**config.mk**
```make
export PLATFORM = sky130hd
export DESIGN_NAME = vector_sequencer
export DESIGN_NICKNAME = d
export VERILOG_FILES = /design/src/rtl/vector_seq_pkg.sv /design/src/rtl/seq_flag_reg.sv /design/src/rtl/vector_sequencer.sv
export SDC_FILE = /design/constraint.sdc
export NUM_CORES = 1
export LEC_CHECK = 0
export CAP_MARGIN = 10
export CORE_MARGIN = 10
export CORE_UTILIZATION = 47
export CTS_CLUSTER_DIAMETER = 100
export DETAILED_ROUTE_END_ITERATION = 12
export PLACE_DENSITY = 0.81
export SYNTH_ARGS = -nofsm -noshare
export SYNTH_HDL_FRONTEND = slang
export SYNTH_SLANG_ARGS = --single-unit
```
**constraint.sdc**
```tcl
create_clock -name clk -period 3.9 [get_ports clk]
set_input_delay 0.78 -clock clk [delete_from_list [all_inputs] [get_ports clk]]
set_output_delay 0.78 -clock clk [all_outputs]
set_load 0.03 [all_outputs]
```
**src/rtl/vector_seq_pkg.sv**
```systemverilog
// Shared types and width helpers for the vector sequencer.
package vector_seq_pkg;

   typedef enum logic [2:0] {
      IDLE   = 3'd0,
      FETCH  = 3'd1,
      LAUNCH = 3'd2,
      RUN    = 3'd3,
      DRAIN  = 3'd4,
      FINISH = 3'd5
   } seq_state_e;

   // Index widths never collapse to zero bits, even for a single-entry range.
   function automatic int lane_idx_w(input int n);
      return (n > 1) ? $clog2(n) : 1;
   endfunction

   function automatic int flag_idx_w(input int n);
      return (n > 1) ? $clog2(n) : 1;
   endfunction

   function automatic int vec_idx_w(input int n);
      return (n > 1) ? $clog2(n) : 1;
   endfunction

endpackage

```
**src/rtl/seq_flag_reg.sv**
```systemverilog
// Shared flag register written by several lanes at once. When set and clear
// land on the same bit in one cycle, the set wins. An index outside the
// register decodes to no bit and is therefore dropped.
module seq_flag_reg
   import vector_seq_pkg::*;
#(
   parameter int NLANE      = 4,
   parameter int FLAG_COUNT = 8,
   localparam int FIW       = flag_idx_w(FLAG_COUNT)
)(
   input  logic                  clk,
   input  logic                  rst_n,
   input  logic                  clear,
   input  logic                  enable,
   input  logic [NLANE-1:0]      flag_set,
   input  logic [NLANE-1:0]      flag_clr,
   input  logic [NLANE*FIW-1:0]  flag_idx,
   output logic [FLAG_COUNT-1:0] flags
);

   logic [NLANE-1:0][FLAG_COUNT-1:0] set_dec;
   logic [NLANE-1:0][FLAG_COUNT-1:0] clr_dec;
   logic [FLAG_COUNT-1:0]            set_any;
   logic [FLAG_COUNT-1:0]            clr_any;
   logic [FLAG_COUNT-1:0]            flags_q;
   logic [FLAG_COUNT-1:0]            flags_d;

   // One-hot decode of each lane's request; only in-range indices can match.
   for (genvar gi = 0; gi < NLANE; gi++) begin : g_lane
      for (genvar gb = 0; gb < FLAG_COUNT; gb++) begin : g_bit
         assign set_dec[gi][gb] = flag_set[gi] && (flag_idx[gi*FIW +: FIW] == FIW'(gb));
         assign clr_dec[gi][gb] = flag_clr[gi] && (flag_idx[gi*FIW +: FIW] == FIW'(gb));
      end
   end

   // Merge all lanes, apply clears first so a coincident set survives.
   always_comb begin
      set_any = '0;
      clr_any = '0;
      for (int i = 0; i < NLANE; i++) begin
         set_any = set_any | set_dec[i];
         clr_any = clr_any | clr_dec[i];
      end
      flags_d = flags_q;
      if (clear) begin
         flags_d = '0;
      end else if (enable) begin
         flags_d = (flags_q & ~clr_any) | set_any;
      end
   end

   // Flag storage.
   always_ff @(posedge clk or negedge rst_n) begin
      if (!rst_n) begin
         flags_q <= '0;
      end else begin
         flags_q <= flags_d;
      end
   end

   assign flags = flags_q;

endmodule

```
**src/rtl/vector_sequencer.sv**
```systemverilog
// Sequences test vectors across parallel stimulus lanes: fetch a descriptor
// list, launch non-empty sections, wait for the first lane to finish, abort
// the rest, then move on. Tracks lane errors and descriptor-format errors.
module vector_sequencer
   import vector_seq_pkg::*;
#(
   parameter int MAX_PARALLEL = 4,
   parameter int MAX_VECTORS  = 16,
   parameter int FLAG_COUNT   = 8,
   parameter int SEEK_W       = 64,
   localparam int LIW         = lane_idx_w(MAX_PARALLEL),
   localparam int FIW         = flag_idx_w(FLAG_COUNT),
   localparam int VIW         = vec_idx_w(MAX_VECTORS),
   localparam int VCW         = $clog2(MAX_VECTORS + 1),
   localparam int DCW         = $clog2(MAX_PARALLEL + 1)
)(
   input  logic                         clk,
   input  logic                         rst_n,
   input  logic                         start,
   input  logic [VCW-1:0]               vector_count,
   input  logic                         desc_valid,
   output logic                         desc_ready,
   input  logic [DCW-1:0]               desc_count,
   input  logic [SEEK_W-1:0]            desc_offset,
   input  logic                         desc_last,
   output logic [MAX_PARALLEL-1:0]      lane_start,
   output logic [MAX_PARALLEL*SEEK_W-1:0] lane_offset,
   output logic [MAX_PARALLEL-1:0]      lane_abort,
   input  logic [MAX_PARALLEL-1:0]      lane_done,
   input  logic [MAX_PARALLEL-1:0]      lane_error,
   input  logic [MAX_PARALLEL-1:0]      flag_set,
   input  logic [MAX_PARALLEL-1:0]      flag_clr,
   input  logic [MAX_PARALLEL*FIW-1:0]  flag_idx,
   output logic [FLAG_COUNT-1:0]        flags,
   output logic [VIW-1:0]               vector_idx,
   output logic                         busy,
   output logic                         run_done,
   output logic                         pass,
   output logic                         fmt_error
);

   localparam logic [DCW-1:0] MAXP = DCW'(MAX_PARALLEL);

   seq_state_e                              state_q, state_d;
   logic [VCW-1:0]                          vcount_q, vcount_d;
   logic [VIW-1:0]                          vidx_q, vidx_d;
   logic [LIW-1:0]                          beat_q, beat_d;
   logic [DCW-1:0]                          dcount_q, dcount_d;
   logic [MAX_PARALLEL-1:0][SEEK_W-1:0]     offset_q, offset_d;
   logic [MAX_PARALLEL-1:0]                 active_q, active_d;
   logic [MAX_PARALLEL-1:0]                 done_q, done_d;
   logic                                    err_q, err_d;
   logic                                    fmt_q, fmt_d;
   logic                                    pass_q, pass_d;

   logic [MAX_PARALLEL-1:0]                 nz_mask;
   logic [MAX_PARALLEL-1:0]                 act_mask;
   logic [MAX_PARALLEL-1:0]                 hit;
   logic [DCW-1:0]                          eff_count;
   logic [DCW-1:0]                          beat_num;
   logic                                    flag_clear;

   // A lane is launchable when its section offset is non-zero.
   for (genvar gi = 0; gi < MAX_PARALLEL; gi++) begin : g_nz
      assign nz_mask[gi] = |offset_q[gi];
   end

   // Next-state logic and Moore outputs.
   always_comb begin
      state_d    = state_q;
      vcount_d   = vcount_q;
      vidx_d     = vidx_q;
      beat_d     = beat_q;
      dcount_d   = dcount_q;
      offset_d   = offset_q;
      active_d   = active_q;
      done_d     = done_q;
      err_d      = err_q;
      fmt_d      = fmt_q;
      pass_d     = pass_q;
      desc_ready = 1'b0;
      lane_start = '0;
      lane_abort = '0;
      run_done   = 1'b0;
      flag_clear = 1'b0;
      hit        = lane_done & active_q;
      // Section count arrives on the first beat only; later beats use the copy.
      eff_count  = (beat_q == '0) ? desc_count : dcount_q;
      beat_num   = DCW'(beat_q) + DCW'(1);
      // During LAUNCH the lanes about to start already count as active.
      act_mask   = (state_q == LAUNCH) ? nz_mask : active_q;

      if (state_q == LAUNCH || state_q == RUN || state_q == DRAIN) begin
         err_d = err_q | (|(lane_error & act_mask));
      end

      case (state_q)
         IDLE: begin
            if (start) begin
               vcount_d   = vector_count;
               vidx_d     = '0;
               beat_d     = '0;
               err_d      = 1'b0;
               fmt_d      = 1'b0;
               pass_d     = 1'b0;
               flag_clear = 1'b1;
               state_d    = (vector_count == '0) ? FINISH : FETCH;
            end
         end
         FETCH: begin
            desc_ready = 1'b1;
            if (desc_valid) begin
               if (beat_q == '0) begin
                  dcount_d = desc_count;
               end
               if (eff_count == '0 || eff_count > MAXP ||
                   desc_last != (beat_num == eff_count)) begin
                  fmt_d    = 1'b1;
                  offset_d = '0;
                  beat_d   = '0;
                  state_d  = FINISH;
               end else begin
                  offset_d[beat_q] = desc_offset;
                  if (desc_last) begin
                     beat_d  = '0;
                     state_d = LAUNCH;
                  end else begin
                     beat_d  = beat_q + LIW'(1);
                  end
               end
            end
         end
         LAUNCH: begin
            lane_start = nz_mask;
            active_d   = nz_mask;
            done_d     = '0;
            state_d    = (|nz_mask) ? RUN : DRAIN;
         end
         RUN: begin
            if (|hit) begin
               done_d  = hit;
               state_d = DRAIN;
            end
         end
         DRAIN: begin
            lane_abort = active_q & ~done_q;
            active_d   = '0;
            done_d     = '0;
            offset_d   = '0;
            if (VCW'(vidx_q) == vcount_q - VCW'(1)) begin
               state_d = FINISH;
            end else begin
               vidx_d  = vidx_q + VIW'(1);
               state_d = FETCH;
            end
         end
         FINISH: begin
            run_done = 1'b1;
            pass_d   = ~err_q & ~fmt_q;
            state_d  = IDLE;
         end
         default: state_d = IDLE;
      endcase
   end

   // State and datapath registers; reset may land mid-run.
   always_ff @(posedge clk or negedge rst_n) begin
      if (!rst_n) begin
         state_q  <= IDLE;
         vcount_q <= '0;
         vidx_q   <= '0;
         beat_q   <= '0;
         dcount_q <= '0;
         offset_q <= '0;
         active_q <= '0;
         done_q   <= '0;
         err_q    <= 1'b0;
         fmt_q    <= 1'b0;
         pass_q   <= 1'b0;
      end else begin
         state_q  <= state_d;
         vcount_q <= vcount_d;
         vidx_q   <= vidx_d;
         beat_q   <= beat_d;
         dcount_q <= dcount_d;
         offset_q <= offset_d;
         active_q <= active_d;
         done_q   <= done_d;
         err_q    <= err_d;
         fmt_q    <= fmt_d;
         pass_q   <= pass_d;
      end
   end

   seq_flag_reg #(
      .NLANE      (MAX_PARALLEL),
      .FLAG_COUNT (FLAG_COUNT)
   ) u_flags (
      .clk      (clk),
      .rst_n    (rst_n),
      .clear    (flag_clear),
      .enable   (state_q != IDLE),
      .flag_set (flag_set),
      .flag_clr (flag_clr),
      .flag_idx (flag_idx),
      .flags    (flags)
   );

   assign lane_offset = offset_q;
   assign vector_idx  = vidx_q;
   assign busy        = (state_q != IDLE);
   assign fmt_error   = fmt_q;
   // The verdict is visible in the same cycle as run_done, then held.
   assign pass        = (state_q == FINISH) ? (~err_q & ~fmt_q) : pass_q;

endmodule

```
* Yosys cells after proc, flatten, opt, wreduce, memory -nomap -nowiden *
Index checks and enable logic that the tools add are counted.
W data, S select, Z words.

storage, ports and cells
  register bits = 292
  logic and storage cells = 228

operators by class
  mux-type cells = 45
  reduce and logical (&&, ||, !) cells = 102
  eq/ne operators = 42
  magnitude comparators = 3
  add/sub/neg operators = 4
  bitwise gates (word level) = 17

operators by type and width
  operator              count
  $mux W256             2
  $pmux W256 S2         1
  $bwmux W256           1
  $reduce_or A256 Y1    1
  $reduce_or A64 Y1     4
  $demux W64 S2         1
  $logic_and A1 B1 Y1   65
  $mux W64              1
  $or A8 B8 Y8          7
  $eq A3 B3 Y1 const B  18
  $eq A3 B2 Y1 const B  10
  $mux W3               9
  $mux W4               6
  $pmux W4 S2           3
  $logic_not A3 Y1      6
  $mux W8               2
  $eq A3 B1 Y1 const B  5
  $pmux W3 S5           1
  $reduce_bool A2 Y1    7
  $and A4 B4 Y4         3
  $mux W1               11
  $reduce_and A2 Y1     5
  $and A8 B8 Y8         1
  $mux W2               4
  28 further kinds      39

* Longest topological paths before layout *
  depth in word-level cells = 10
  depth in mapped cells = 12

* Modules after synthesis *
Synthesis repeated with hierarchy kept, for this count alone.

unflattened totals
  cell total of the unflattened synthesis = 940
  area total of the unflattened synthesis = 12126.6 µm²

by module, submodules not included
  module            cells an instance  instances  area each (µm²)
  vector_sequencer  850                1          11375.9
  seq_flag_reg      90                 1          750.7

* Least setup slack after synthesis *
No wires, ideal clock.

  kind = reg2reg
  start point = register beat_q[0]
  end point = register offset_q (netlist bit lane_offset[100])
  path slack = 1082 ps
  stages on the path, launching flop included = 13
  period minus slack after synthesis = 2818 ps
  setup time = 121 ps
  data arrival time = 2697 ps
  path through = dfrtp_1 > inv_1 > ha_1 > buf_4 > or3_1 > and3_4 > a32oi_1 > o21ai_1 > a311oi_2 > buf_4 > o31ai_4 > buf_2 > a22o_1

between the ends
  longest elaborated chain between the ends = 8
  elaborated cells between the ends (all ways) = 18
  those cells by class = add/sub (1); order compare (3); eq/ne (2); mux (7); reduce/logical (5)

RTL lines
  what                                                                         RTL line                                          source
  start: declaration                                                           vector_sequencer.sv:47                            logic [LIW-1:0] beat_q, beat_d;
  start signal: assignment                                                     vector_sequencer.sv:184                           beat_q <= beat_d;
  $lt A2 B3 Y1 (implied by the code) (tied with other cells)                   vector_sequencer.sv:123                           offset_d[beat_q] = desc_offset;
  $logic_and A1 B1 Y1 (implied by the code) / $mux W3 (equally long branches)  --
  $mux W64 (implied by the code) (tied with other cells)                       vector_sequencer.sv:123
  $demux W64 S2 (tied with other cells)                                        vector_sequencer.sv:123
  $bwmux W256 / $logic_or A1 B1 Y1 (equally long branches)                     vector_sequencer.sv:123, vector_sequencer.sv:116
  $mux W256 (*)                                                                vector_sequencer.sv:116                           if (eff_count == '0 || eff_count > MAXP ||
  $mux W256 (*)                                                                vector_sequencer.sv:112                           if (desc_valid) begin
  $pmux W256 S2 (*)                                                            vector_sequencer.sv:97                            case (state_q)
  end signal: assignment                                                       vector_sequencer.sv:186                           offset_q <= offset_d;
  end: declaration                                                             vector_sequencer.sv:49                            logic [MAX_PARALLEL-1:0][SEEK_W-1:0] offset_q, offset_d;

Every way passes the cells marked *; elsewhere a longest branch is shown, timed or not. The select of a mux whose other input is x is not followed.
A chain may end at the register's enable or synchronous reset.

* Final worst setup path *
  start point = register offset_q (netlist bit lane_offset[174])
  end point = output port lane_start[2]

between the ends
  longest elaborated chain between the ends = 2

RTL lines
  what               RTL line                source
  $reduce_or A64 Y1  vector_sequencer.sv:65  assign nz_mask[gi] = |offset_q[gi];
  $mux W4            vector_sequencer.sv:97
  end: declaration   vector_sequencer.sv:26  output logic [MAX_PARALLEL-1:0] lane_start,

Every way passes these cells.

==> reports/summary.txt <==
Fmax - 260 MHz
Max Fanout on Critical Path - 3
final WL - 48600 um
Tot Pwr - 10.8 mW
Async SR Flop Fraction - 100%
Post-synth EDFFs - 0
commonest non-fill, non-tap cells in the layout - clkdlybuf4s50_1, dfrtp_1, a22o_1, nor4_1, nand2_1
antenna viol nets, final - 0
most common cell after layout, fill and taps aside - clkdlybuf4s50_1
Area growth, synth to finish - 45.7%
status - completed
R2R cell count - 11
Synth Flop Type - dfrtp_1
Critical Path Start - lane_offset[174]
placed cells - 1669
Final Slew Violations - 0
Least-Margin Pin Slew - 1170 ps
Peak VDD IR - 0.000447 V
worst path cell trace - nor4_1 -> nand4_1 -> nor4_1 -> buf_4 -> nor2_1 -> clkdlybuf4s50_1
IO Port Bufs - 385
antenna violations before repair - 0
Clock Latency Late Sink - 570 ps
DIE WIDTH - 181 um
Worst-path clk slew - 60 ps
Final setup viols - 0
Syn Area/Cell - 12.3 um^2
drt first pass iters - 5
register area share after synthesis - 60.2%
total die area - 32600 um^2
Final GP Congestion - 0.938
Vias/cell - 6.27
Hold Crit Class - in2async
Post-Route Utilization - 70.0%
Hold Vio Cnt, Final - 0
GRT Util Overall - 28.4%
post-CTS setup repair buffer count - 0
Final Instance Area - 17700 um^2
non-filler cells, final - 1725
top routing layer used - met4
Die H - 181 um
drt wl/cell - 28.1 um
RR Startpoint - beat_q[0]
CORE AREA - 25300 um^2
met3 wire len - 4410 um
RSZ-0062 raised after global routing - false
CP dominant cell by count - nor4_1
pwr/cell area - 610 nW/um^2
DR WL met2 - 22800 um
first-pass GRT wire length - 72900 um
TritonCTS buffer count - 30
final worst-path cycle share - 98.5%
Synth cell types - 54
Tmin final - 3840 ps
CP startpoint kind - flop
Vias - 10800
cell chosen for the clock root - clkbuf_16
Met1 Wirelength - 19500 um
htree depth - 1
CP peak stage delay - 630 ps
Clock Path Buffers - 3
gr ovfl total - 0
reg2reg setup slack - 290 ps
Max Clock Skew - 23.4 ps
CTS tree - done
drt drc - 0
Critical Path End - lane_start[2]
Setup CP Type - reg2out
Synth Instances - 984
LEAKAGE - 7.77 nW
initial core utilization - 48.0%
Worst EP required - 3120 ps
clock sinks - 292
DP Area - 16500 um^2
share of layout cells above drive strength 1 - 8.60%
setup TNS - 0 ps
violation count after the first detailed-route iteration - 1064
HPWL after DPL - 35500 um
syn_nets - 1095
CP Capture Type - output pin
FF+latch count, synth - 292
row count - 58
Reg-to-Reg End - lane_offset[10]
crit path DAT - 3060 ps
final net count - 1482
Post-Syn Area - 12100 um^2
CP max stage cell - clkdlybuf4s50_1
# diodes - 0
Max Cap Viol - 0
Syn. warnings - 0
pin count of the biggest net entering global routing - 121
IO Count - 386
number of global-route vias before repair - 11000
Slew HR - 22.1%
-- worst max-delay path, delay by kind of cell, from the launching register on --
| family | cells | cell delay [ps] |
|---|---|---|
| and+or+nand+nor | 4 | 1270 |
| buffers and inverters | 2 | 820 |
| DFF | 1 | 400 |
-- cell type report --
type	instances	area, um^2
timing repair buffer	419	4200
sequential	292	7310
clock inverter	18	268
fill	1786	7580
clock buffer	38	841
tap	330	413
inverter	14	52.6
multi-input combinational	614	4590
-- repair_timing --
action | CTS | global route
hold buffers | 0 | 0
resized for setup | 4 | 5
pin swaps | 0 | 1
endpoints found under the setup margin | 3 | 5
hold endpoints to repair | 0 | 0
-- routing by layer --
| metal | vias to the layer above | track usage [%] |
|---|---|---|
| li1 | 4681 | - |
| met1 | 5496 | 36.4 |
| met2 | 548 | 44.9 |
| met3 | 93 | 8.78 |
| met4 | 0 | 9.55 |
| met5 | - | 0 |
-- through the flow --
step           setup slack (ps)  hold WS [ps]
2_1_floorplan              1080           449
3_3_place_gp                149           466
3_5_place_dp               40.6           477
4_1_cts                    33.9           360
5_1_grt                    3.28           373
6_report                   59.4           315
-- cells in the mapped netlist (3+ instances only) --
| library cell | number | area, um^2 |
|---|---|---|
| nand2b_1 | 23 | 144 |
| mux2i_1 | 5 | 50.1 |
| inv_1 | 14 | 52.6 |
| o21ai_0 | 19 | 95.1 |
| nor3b_1 | 7 | 52.6 |
| a21oi_1 | 14 | 70.1 |
| clkbuf_1 | 36 | 135 |
| nand3_1 | 17 | 85.1 |
| xnor2_1 | 6 | 52.6 |
| nand2_1 | 38 | 143 |
| o31ai_1 | 4 | 30.0 |
| o221ai_1 | 3 | 26.3 |
| nor2_1 | 26 | 97.6 |
| a211oi_1 | 3 | 22.5 |
| nor4_1 | 75 | 469 |
| o22ai_1 | 17 | 106 |
| nor2b_1 | 3 | 18.8 |
| xor2_1 | 3 | 26.3 |
| nand4_1 | 20 | 125 |
| nor3_1 | 17 | 85.1 |
| and2_1 | 6 | 37.5 |
| ha_1 | 6 | 75.1 |
| buf_2 | 26 | 130 |
| o32ai_1 | 4 | 35.0 |
| a22o_1 | 256 | 2240 |
| mux2_2 | 8 | 90.1 |
| dfrtp_1 | 292 | 7310 |
| o21ai_1 | 3 | 15.0 |
-- flip-flops by register name, indices dropped and copies added (netlist names) --
name,cells
pass_q,1
active_q,4
err_q,1
vcount_q,5
fmt_error,1
dcount_q,3
u_flags.flags,8
done_q,4
lane_offset,256
beat_q,2
vector_idx,4
state_q,3
-- power breakdown --
part           internal, mW  switching (mW)
registers              3.40           0.383
logic                  1.46            2.36
clock network          1.93            1.25
total                  6.79            3.99
-- cell families (layout without fill, tap and decap cells) --
logic type      after synthesis  in the layout  synth area share (%)
fa+ha+maj                     6              6                 0.619
xor+xnor                      9              9                 0.650
flops                       292            292                  60.2
mux                          13             13                  1.16
compound gates              343            343                  23.5
simple gates                243            243                  11.0
buf+inv                      78            489                  2.74
-- worst min path at each step --
stage / startpoint / endpoint / slack, ps / depth (start not counted)
2_1_floorplan: dcount_q[2] / dcount_q[2] / 450 / 2
3_3_place_gp: dcount_q[2] / dcount_q[2] / 470 / 2
3_5_place_dp: dcount_q[2] / dcount_q[2] / 480 / 2
4_1_cts: rst_n / lane_offset[84] / 360 / 1
5_1_grt: rst_n / lane_offset[72] / 370 / 1
6_report: rst_n / lane_offset[84] / 310 / 1
Note: power is estimated with default switching activity, not from simulation.
